$ cat src/rtl/core101_pkg.sv
// Shared definitions for the core101 issue path: unit-select codes,
// issue FSM encoding and the default LSU outstanding limit.
package core101_pkg;

    // One-hot execution unit selects as produced by decode
    localparam logic [2:0] SEL_NONE = 3'b000;
    localparam logic [2:0] SEL_INT  = 3'b001;
    localparam logic [2:0] SEL_LSU  = 3'b010;
    localparam logic [2:0] SEL_VEC  = 3'b100;

    // Issue FSM encoding
    localparam logic [1:0] ST_EMPTY = 2'd0;
    localparam logic [1:0] ST_HELD  = 2'd1;
    localparam logic [1:0] ST_TRAP  = 2'd2;

    localparam int LSU_MAX_OUT_DEF = 2;

    // Fields captured from decode and held until issue
    typedef struct packed {
        logic [2:0] sel;
        logic [3:0] uop;
        logic       pc_mux_sel;
        logic       imm_mux_sel;
        logic [4:0] rs1;
        logic [4:0] rs2;
        logic [4:0] rd;
        logic       writes_rd;
    } issue_ins_t;

endpackage

$ cat src/rtl/issue_scoreboard.sv
// Pending-write scoreboard: one bit per architectural register, set when a
// writing instruction issues, cleared on writeback. Register x0 never gets
// marked so it can never cause a stall.
module issue_scoreboard (
    input  logic       clock_in,
    input  logic       reset_n_in,
    input  logic       set_en_in,
    input  logic [4:0] set_idx_in,
    input  logic       clr_en_in,
    input  logic [4:0] clr_idx_in,
    input  logic [4:0] rs1_idx_in,
    input  logic [4:0] rs2_idx_in,
    input  logic [4:0] rd_idx_in,
    output logic       rs1_busy_out,
    output logic       rs2_busy_out,
    output logic       rd_busy_out
);

    logic [31:0] r_busy;

    // Clear first, then set, so a same-register set/clear leaves the bit set
    always_ff @(posedge clock_in or negedge reset_n_in) begin
        if (!reset_n_in) begin
            r_busy <= '0;
        end else begin
            if (clr_en_in) begin
                r_busy[clr_idx_in] <= 1'b0;
            end
            if (set_en_in && (set_idx_in != 5'd0)) begin
                r_busy[set_idx_in] <= 1'b1;
            end
        end
    end

    assign rs1_busy_out = r_busy[rs1_idx_in];
    assign rs2_busy_out = r_busy[rs2_idx_in];
    assign rd_busy_out  = r_busy[rd_idx_in];

endmodule

$ cat src/rtl/issue_control.sv
// Single-entry issue stage between decode and the INT/LSU/VEC units.
// Holds one instruction, stalls it on pending register writes or a full
// LSU outstanding window, and traps when decode names no unit.
//
//  state    | meaning
//  ---------+-------------------------------------------
//  ST_EMPTY | no instruction held, decode may hand over
//  ST_HELD  | instruction held, offered once unblocked
//  ST_TRAP  | illegal instruction captured, await ack
module issue_control
    import core101_pkg::*;
#(
    parameter int LSU_MAX_OUT = LSU_MAX_OUT_DEF
) (
    input  logic       clock_in,
    input  logic       reset_n_in,
    input  logic       dec_valid_in,
    output logic       dec_ready_out,
    input  logic [2:0] exec_unit_sel_in,
    input  logic [3:0] exec_unit_uop_in,
    input  logic       pc_mux_sel_in,
    input  logic       imm_mux_sel_in,
    input  logic [4:0] rs1_in,
    input  logic [4:0] rs2_in,
    input  logic [4:0] rd_in,
    input  logic       writes_rd_in,
    output logic [2:0] issue_valid_out,
    input  logic [2:0] unit_ready_in,
    output logic [3:0] issue_uop_out,
    output logic       issue_pc_mux_sel_out,
    output logic       issue_imm_mux_sel_out,
    output logic [4:0] issue_rs1_out,
    output logic [4:0] issue_rs2_out,
    output logic [4:0] issue_rd_out,
    input  logic       wb_valid_in,
    input  logic [4:0] wb_rd_in,
    input  logic       lsu_done_in,
    input  logic       flush_in,
    output logic       illegal_ins_out,
    input  logic       trap_ack_in
);

    logic [1:0] r_state;
    logic [1:0] w_state_nxt;
    issue_ins_t r_ins;
    logic [2:0] r_lsu_count;

    logic w_rs1_busy;
    logic w_rs2_busy;
    logic w_rd_busy;
    logic w_lsu_full;
    logic w_blocked;
    logic w_fire;
    logic w_capture;
    logic w_lsu_inc;
    logic w_lsu_dec;
    logic w_sb_set;

    issue_scoreboard u_scoreboard (
        .clock_in     (clock_in),
        .reset_n_in   (reset_n_in),
        .set_en_in    (w_sb_set),
        .set_idx_in   (r_ins.rd),
        .clr_en_in    (wb_valid_in),
        .clr_idx_in   (wb_rd_in),
        .rs1_idx_in   (r_ins.rs1),
        .rs2_idx_in   (r_ins.rs2),
        .rd_idx_in    (r_ins.rd),
        .rs1_busy_out (w_rs1_busy),
        .rs2_busy_out (w_rs2_busy),
        .rd_busy_out  (w_rd_busy)
    );

    // Hazards only use registered state, so once the held instruction is
    // unblocked it stays unblocked until it fires: the scoreboard only sets
    // on fire and the LSU count only grows on fire.
    assign w_lsu_full = (r_lsu_count == 3'(LSU_MAX_OUT));
    assign w_blocked  = w_rs1_busy | w_rs2_busy | (r_ins.writes_rd & w_rd_busy)
                      | ((r_ins.sel == SEL_LSU) & w_lsu_full);

    assign issue_valid_out = ((r_state == ST_HELD) && !w_blocked) ? r_ins.sel : 3'b000;

    // A flush cancels any handshake in the same cycle
    assign w_fire        = (|(issue_valid_out & unit_ready_in)) & ~flush_in;
    assign dec_ready_out = ~flush_in & ((r_state == ST_EMPTY) | ((r_state == ST_HELD) & w_fire));
    assign w_capture     = dec_valid_in & dec_ready_out;

    assign w_sb_set  = w_fire & r_ins.writes_rd;
    assign w_lsu_inc = w_fire & (r_ins.sel == SEL_LSU);
    assign w_lsu_dec = lsu_done_in & (r_lsu_count != 3'd0);

    assign illegal_ins_out       = (r_state == ST_TRAP);
    assign issue_uop_out         = r_ins.uop;
    assign issue_pc_mux_sel_out  = r_ins.pc_mux_sel;
    assign issue_imm_mux_sel_out = r_ins.imm_mux_sel;
    assign issue_rs1_out         = r_ins.rs1;
    assign issue_rs2_out         = r_ins.rs2;
    assign issue_rd_out          = r_ins.rd;

    // Next-state decode for the issue FSM
    always_comb begin
        w_state_nxt = r_state;
        case (r_state)
            ST_EMPTY: begin
                if (w_capture) begin
                    w_state_nxt = (exec_unit_sel_in == SEL_NONE) ? ST_TRAP : ST_HELD;
                end
            end
            ST_HELD: begin
                if (flush_in) begin
                    w_state_nxt = ST_EMPTY;
                end else if (w_capture) begin
                    w_state_nxt = (exec_unit_sel_in == SEL_NONE) ? ST_TRAP : ST_HELD;
                end else if (w_fire) begin
                    w_state_nxt = ST_EMPTY;
                end
            end
            ST_TRAP: begin
                if (flush_in || trap_ack_in) begin
                    w_state_nxt = ST_EMPTY;
                end
            end
            default: w_state_nxt = ST_EMPTY;
        endcase
    end

    // FSM state register
    always_ff @(posedge clock_in or negedge reset_n_in) begin
        if (!reset_n_in) begin
            r_state <= ST_EMPTY;
        end else begin
            r_state <= w_state_nxt;
        end
    end

    // Capture all decode fields on the handshake
    always_ff @(posedge clock_in or negedge reset_n_in) begin
        if (!reset_n_in) begin
            r_ins <= '0;
        end else if (w_capture) begin
            r_ins.sel         <= exec_unit_sel_in;
            r_ins.uop         <= exec_unit_uop_in;
            r_ins.pc_mux_sel  <= pc_mux_sel_in;
            r_ins.imm_mux_sel <= imm_mux_sel_in;
            r_ins.rs1         <= rs1_in;
            r_ins.rs2         <= rs2_in;
            r_ins.rd          <= rd_in;
            r_ins.writes_rd   <= writes_rd_in;
        end
    end

    // LSU outstanding count; simultaneous issue and completion cancel out
    always_ff @(posedge clock_in or negedge reset_n_in) begin
        if (!reset_n_in) begin
            r_lsu_count <= 3'd0;
        end else begin
            case ({w_lsu_inc, w_lsu_dec})
                2'b10:   r_lsu_count <= r_lsu_count + 3'd1;
                2'b01:   r_lsu_count <= r_lsu_count - 3'd1;
                default: r_lsu_count <= r_lsu_count;
            endcase
        end
    end

endmodule
$ cat config.mk
export PLATFORM = sky130hd
export DESIGN_NAME = issue_control
export DESIGN_NICKNAME = d
export VERILOG_FILES = /design/src/rtl/core101_pkg.sv /design/src/rtl/issue_scoreboard.sv /design/src/rtl/issue_control.sv
export SDC_FILE = /design/constraint.sdc
export NUM_CORES = 1
export LEC_CHECK = 0
export CORE_UTILIZATION = 58
export CTS_CLUSTER_SIZE = 25
export DETAILED_ROUTE_END_ITERATION = 6
export PLACE_DENSITY = 0.88
export SKIP_LAST_GASP = 1
export SLEW_MARGIN = 20
export SYNTH_ARGS = -nofsm -noshare
export SYNTH_HDL_FRONTEND = slang
export SYNTH_SLANG_ARGS = --single-unit
$ cat constraint.sdc
create_clock -name clock_in -period 9.75 [get_ports clock_in]
set_clock_uncertainty 0.15 [all_clocks]
set_input_delay 2.4375 -clock clock_in [delete_from_list [all_inputs] [get_ports clock_in]]
set_output_delay 2.4375 -clock clock_in [all_outputs]
set_load 0.02 [all_outputs]
==> results of run 1 <==
## area by class of cell
type                       instances  area [um2]  share of cell area
inverter                           8        30.0             0.00655
tap                               77        96.3              0.0210
timing repair buffer              68         668               0.146
clock buffer                      12         165              0.0360
sequential                        62        1550               0.338
clock inverter                     4        76.3              0.0166
multi-input combinational        247        2000               0.436
## cell usage in the layout (no fill, tap or decap), types with 2 or more instances in the layout
master            n
nand3_1          12
nor2_1            9
clkbuf_8         12
xor2_1            2
nor2b_1           6
nand3b_1         10
clkdlybuf4s50_1  64
dfrtp_1          62
o31ai_1          16
bufinv_16         2
a22oi_1           7
or3_1             4
o22ai_1           3
mux2_2           25
mux4_2            7
nor3_1            3
a31oi_1           2
nand2b_1          4
o41ai_1          14
buf_4             3
o221ai_1          6
mux2i_1          38
or3b_2            5
and2_1            4
o21a_1            2
o21ai_0          34
nand2_1          13
a21oi_1           4
inv_1             8
## power by group through the flow
| stage | registers, mW | clock network [mW] | logic (mW) |
|---|---|---|---|
| 6_report | 0.397 | 0.268 | 0.375 |
| 3_5_place_dp | 0.399 | 0 | 0.373 |
| 5_1_grt | 0.408 | 0.287 | 0.405 |
| 2_1_floorplan | 0.354 | 0 | 0.314 |
| 3_3_place_gp | 0.397 | 0 | 0.364 |
| 4_1_cts | 0.395 | 0.273 | 0.375 |
## kinds of logic after synthesis
kind of cell | after synthesis | synth area share
AOI/OAI and AO/OA | 95 | 0.171
xor gates and xnor gates | 3 | 0.00690
adders and majority gates | 2 | 0.00854
buffers and inverters | 47 | 0.0700
DFF | 62 | 0.407
muxes | 70 | 0.215
and+or+nand+nor | 77 | 0.121
## final timing paths
check	depth (start not counted)	slack, ns	endpoint	startpoint
max reg2reg	6	5.99	u_scoreboard.r_busy[8]$_DFF_PN0_	issue_rs2_out[1]$_DFFE_PN0P_
max	6	3.14	dec_ready_out	unit_ready_in[0]
min reg2reg	1	0.33	r_lsu_count[2]$_DFFE_PN0P_	r_lsu_count[2]$_DFFE_PN0P_
min	1	0.33	r_lsu_count[2]$_DFFE_PN0P_	r_lsu_count[2]$_DFFE_PN0P_
min in group asynchronous	2	2.11	issue_uop_out[2]$_DFFE_PN0P_	reset_n_in
max in group asynchronous	2	6.85	u_scoreboard.r_busy[12]$_DFF_PN0_	reset_n_in
## state kept, by name, summed over array words and instances (netlist names)
signal,count
issue_uop_out,4
r_ins,4
issue_rs2_out,5
r_lsu_count,3
issue_rd_out,5
issue_pc_mux_sel_out,1
r_state,2
issue_imm_mux_sel_out,1
issue_rs1_out,5
u_scoreboard.r_busy,32
## layer usage
| layer | vias up | track usage |
|---|---|---|
| met1 | 1524 | 0.392 |
| met3 | 21 | 0.0527 |
| met2 | 151 | 0.437 |
| li1 | 1428 | - |
| met5 | - | 0 |
| met4 | 0 | 0.147 |
==> impl_metrics.env, run 1 <==
export IMPL_syn_num_nets=398
export IMPL_io_pins=66
export IMPL_finalPower_mw=1.04
export IMPL_die_w_um=83.0
export IMPL_crit_family="buffers and inverters"
export IMPL_syn_cell_area_um2=3810
export IMPL_setup_slack_ns=3.14
export IMPL_finalCritPeriodShare=0.678
export IMPL_globalplace_congestion=0.887
export IMPL_synth_seq_cells=62
export IMPL_cts_root_buf="clkbuf_8"
export IMPL_grt_usage=0.286
export IMPL_via_count=3124
export IMPL_final_util=0.722
export IMPL_maxCapViolations=0
export IMPL_coreArea_um2=6350
export IMPL_combPwrFrac=0.361
export IMPL_wl_per_cell_um=19.3
export IMPL_wl_met2_mm=4.49
export IMPL_status="finished, final reports clean"
export IMPL_clock_sinks=62
export IMPL_drc=0
export IMPL_instances_no_fill=478
export IMPL_yosysMostFrequentCell="dfrtp_1"
export IMPL_path_clk_slew_ns=0.06
export IMPL_syn_inst=356
export IMPL_antenna_found_initial=0
export IMPL_cts_tree="built"
export IMPL_grt_pass1_wl_mm=15.3
export IMPL_setup_violations=0
export IMPL_die_y_um=83.0
export IMPL_power_density_nw_per_um2=227
export IMPL_tightest_slew_ns=0.849
export IMPL_fin_hold_ws_ns=0.333
export IMPL_crit_arrival_ns=4.02
export IMPL_synth_async_sr_flop_share=1.00
export IMPL_rsz0062_at_grt="false"
export IMPL_design_area_um2=4580
export IMPL_cp_start_kind="primary input"
export IMPL_place_ws_ns=3.14
export IMPL_top_layer_used="met4"
export IMPL_fin_nets=438
export IMPL_p_seq_frac=0.382
export IMPL_drive_gt1_frac=0.157
export IMPL_met1_length_mm=3.84
export IMPL_cp_end_kind="output pin"
export IMPL_clockBufferDepth=2
export IMPL_synth_avg_cell_area_um2=10.7
export IMPL_cts_max_level=3
export IMPL_internal_power_mw=0.662
export IMPL_n_antenna_cell=0
export IMPL_max_vdd_ir_drop_uv=184
export IMPL_tns_ns=0
export IMPL_area_growth_pct=20.4
export IMPL_via_per_inst=6.54
export IMPL_cts_buffers=9
export IMPL_slew_violations=0
export IMPL_ys_seq_area_frac=0.407
export IMPL_synth_edf_count=0
export IMPL_post_cts_buffers=0
export IMPL_routed_wl_mm=9.22
export IMPL_placed_area_um2=4340
export IMPL_layout_min_cycle_time_ns=6.61
export IMPL_synth_area_leaders="dfrtp_1, mux2i_1, mux2_2, o21ai_0, mux4_2"
export IMPL_n_fill_cell=464
export IMPL_io_buffer_count=65
export IMPL_drt_iter0_markers=179
export IMPL_cts_resized=0
export IMPL_wl_met3_um=663
export IMPL_die_area_um2=6890
export IMPL_row_count=29
export IMPL_cp_buffers_inverters=2
export IMPL_power_frac_clock=0.257
export IMPL_crit_path_max_incr_delay_ns=0.63
export IMPL_grt_start_max_net_pins=63
export IMPL_yosys_warnings=0
export IMPL_crit_chain="clkdlybuf4s50_1, a22oi_1, nand2_1, a21oi_1, nor3_1, clkdlybuf4s50_1"
export IMPL_leakage_nw=1.88
export IMPL_synth_top_area_frac=0.407
export IMPL_ys_flop_type="dfrtp_1"
export IMPL_switchingPower_mw=0.378
export IMPL_crit_path_top_delay_cell="clkdlybuf4s50_1"
export IMPL_hold_class="register to register"
export IMPL_crit_top_cell="clkdlybuf4s50_1"
export IMPL_cts_hold_buf=0
export IMPL_drt_pass1_iterations=5
export IMPL_hold_violations=0
export IMPL_final_antenna_net_count=0
export IMPL_relSlewSlack=0.434
export IMPL_swShare=0.363
export IMPL_ys_types=47
export IMPL_synth_top_area_cell="dfrtp_1"
export IMPL_required_ns=7.16
export IMPL_insertion_delay_ns=0.35
export IMPL_initial_utilization=0.600
export IMPL_yosys_top_cells_count="dfrtp_1, mux2i_1, o21ai_0"
export IMPL_clock_fmax_mhz=151
export IMPL_worstSetupPathType="primary input to output pin"
export IMPL_crit_fanout=4
export IMPL_dp_cells=462
export IMPL_dp_hpwl_mm=6.65
export IMPL_grt_ovfl_total=0
export IMPL_grt_pass1_vias=2996
Power figures use the tool's default switching activity.
==> run 2, diff against run 1 <==
Settings changed: CORE_UTILIZATION 58 to 53, PLACE_DENSITY 0.88 to 0.82.
Clock period 9.75 ns to 6.7 ns, I/O delays scaled along.
==> run 2 against run 1 <==
Power increased by 38%. Cell count increased by 4.0%. Die area increased by 9.2%. Sequential power increased by 49%. Combinational power increased by 43%. Core utilization decreased by 5.9 points. Clock power increased by 15%. Critical path type is now register to output pin.
==> impl_metrics.env, run 2 (synthesis gave the netlist of run 1 again) <==
export IMPL_final_antenna_net_count=0
export IMPL_cts_tree="built"
export IMPL_die_y_um=86.8
export IMPL_finalCritPeriodShare=0.814
export IMPL_crit_fanout=21
export IMPL_io_pins=66
export IMPL_slew_violations=0
export IMPL_setup_violations=0
export IMPL_globalplace_congestion=0.937
export IMPL_path_clk_slew_ns=0.06
export IMPL_dp_hpwl_mm=7.13
export IMPL_cts_buffers=9
export IMPL_via_per_inst=6.45
export IMPL_coreArea_um2=6870
export IMPL_grt_usage=0.275
export IMPL_relSlewSlack=0.439
export IMPL_routed_wl_mm=9.75
export IMPL_leakage_nw=1.85
export IMPL_drt_iter0_markers=215
export IMPL_clockBufferDepth=2
export IMPL_die_area_um2=7530
export IMPL_via_count=3205
export IMPL_grt_start_max_net_pins=63
export IMPL_max_vdd_ir_drop_uv=183
export IMPL_rsz0062_at_grt="false"
export IMPL_placed_area_um2=4370
export IMPL_antenna_found_initial=0
export IMPL_status="finished, final reports clean"
export IMPL_worstSetupPathType="register to output pin"
export IMPL_swShare=0.384
export IMPL_regMostFlops="u_scoreboard.r_busy"
export IMPL_drive_gt1_frac=0.155
export IMPL_hold_class="register to register"
export IMPL_die_w_um=86.8
export IMPL_wl_per_cell_um=19.6
export IMPL_n_antenna_cell=0
export IMPL_power_frac_clock=0.214
export IMPL_grt_ovfl_total=0
export IMPL_fin_nets=438
export IMPL_cts_max_level=3
export IMPL_drc=0
export IMPL_layout_min_cycle_time_ns=5.45
export IMPL_initial_utilization=0.554
export IMPL_internal_power_mw=0.884
export IMPL_hold_violations=0
export IMPL_design_area_um2=4550
export IMPL_insertion_delay_ns=0.34
export IMPL_crit_arrival_ns=3.63
export IMPL_area_growth_pct=19.6
export IMPL_switchingPower_mw=0.551
export IMPL_clock_sinks=62
export IMPL_cts_resized=0
export IMPL_required_ns=4.88
export IMPL_cp_end_kind="output pin"
export IMPL_tns_ns=0
export IMPL_p_seq_frac=0.412
export IMPL_grt_pass1_vias=3096
export IMPL_clock_fmax_mhz=183
export IMPL_cts_hold_buf=0
export IMPL_grt_pass1_wl_mm=15.4
export IMPL_largest_register_ff_count=32
export IMPL_combPwrFrac=0.374
export IMPL_io_buffer_count=65
export IMPL_final_common_cell="clkdlybuf4s50_1"
export IMPL_row_count=30
export IMPL_cp_start_kind="register"
export IMPL_power_density_nw_per_um2=315
export IMPL_drt_pass1_iterations=5
export IMPL_maxCapViolations=0
export IMPL_tightest_slew_ns=0.842
export IMPL_post_cts_buffers=0
export IMPL_final_cell_mix="clkdlybuf4s50_1, dfrtp_1, mux2i_1"
export IMPL_cts_root_buf="clkbuf_8"
run 2: cell types whose count changed in the layout (fill, tap and decap cells not counted), sizes merged:
cell	change
clkbuf	+1
bufinv	-2
clkinv	+2
inv	-1
run 2: path summary, 6_finish.rpt:
path,start,endpoint,slack [ns],depth (start not counted)
max,issue_rd_out[1]$_DFFE_PN0P_,dec_ready_out,1.25,9
min,r_lsu_count[2]$_DFFE_PN0P_,r_lsu_count[2]$_DFFE_PN0P_,0.33,1
max reg2reg,issue_rd_out[1]$_DFFE_PN0P_,u_scoreboard.r_busy[28]$_DFF_PN0_,2.86,8
min reg2reg,r_lsu_count[2]$_DFFE_PN0P_,r_lsu_count[2]$_DFFE_PN0P_,0.33,1
max in group asynchronous,reset_n_in,issue_rs2_out[3]$_DFFE_PN0P_,4.55,2
min in group asynchronous,reset_n_in,issue_rs1_out[3]$_DFFE_PN0P_,1.33,2
run 2: worst max-delay path: stages, from the launching register on:
cell	delay [ns]
dfrtp_1	0.76
buf_4	0.40
mux2i_1	0.22
o221ai_1	0.13
a22oi_1	0.21
a31oi_1	0.20
nor4_4	0.44
a21oi_1	0.15
nor3_1	0.15
clkdlybuf4s50_1	0.62
run 2: layout make-up:
class                      instances  area, um2
tap                               96        120
multi-input combinational        247       2000
timing repair buffer              68        668
sequential                        62       1550
inverter                           8       30.0
clock buffer                      13        169
clock inverter                     3       17.5
fill                             555       2320
run 2: per-layer routing:
| metal | up-vias | wire length [um] | global-route usage |
|---|---|---|---|
| met1 | 1593 | 3960 | 0.346 |
| met4 | 0 | 267 | 0.135 |
| met2 | 159 | 4710 | 0.443 |
| met5 | - | 0 | 0 |
| li1 | 1424 | - | - |
| met3 | 29 | 808 | 0.0714 |
run 2: per-stage QoR:
stage	utilization	total power [mW]	cells	hold slack (ns)	worst slack, ns
6_report	0.663	1.44	497	0.327	1.25
5_1_grt	0.663	1.51	497	0.342	0.917
3_3_place_gp	0.636	1.11	481	0.309	1.66
3_5_place_dp	0.636	1.13	481	0.313	1.62
2_1_floorplan	-	0.973	356	0.293	2.27
4_1_cts	0.663	1.44	497	0.325	1.25
run 2: power by group through the flow:
| stage | combinational, mW | sequential (mW) | clock [mW] |
|---|---|---|---|
| 4_1_cts | 0.537 | 0.588 | 0.312 |
| 6_report | 0.537 | 0.591 | 0.307 |
| 2_1_floorplan | 0.458 | 0.516 | 0 |
| 3_5_place_dp | 0.534 | 0.596 | 0 |
| 5_1_grt | 0.576 | 0.605 | 0.333 |
| 3_3_place_gp | 0.523 | 0.590 | 0 |
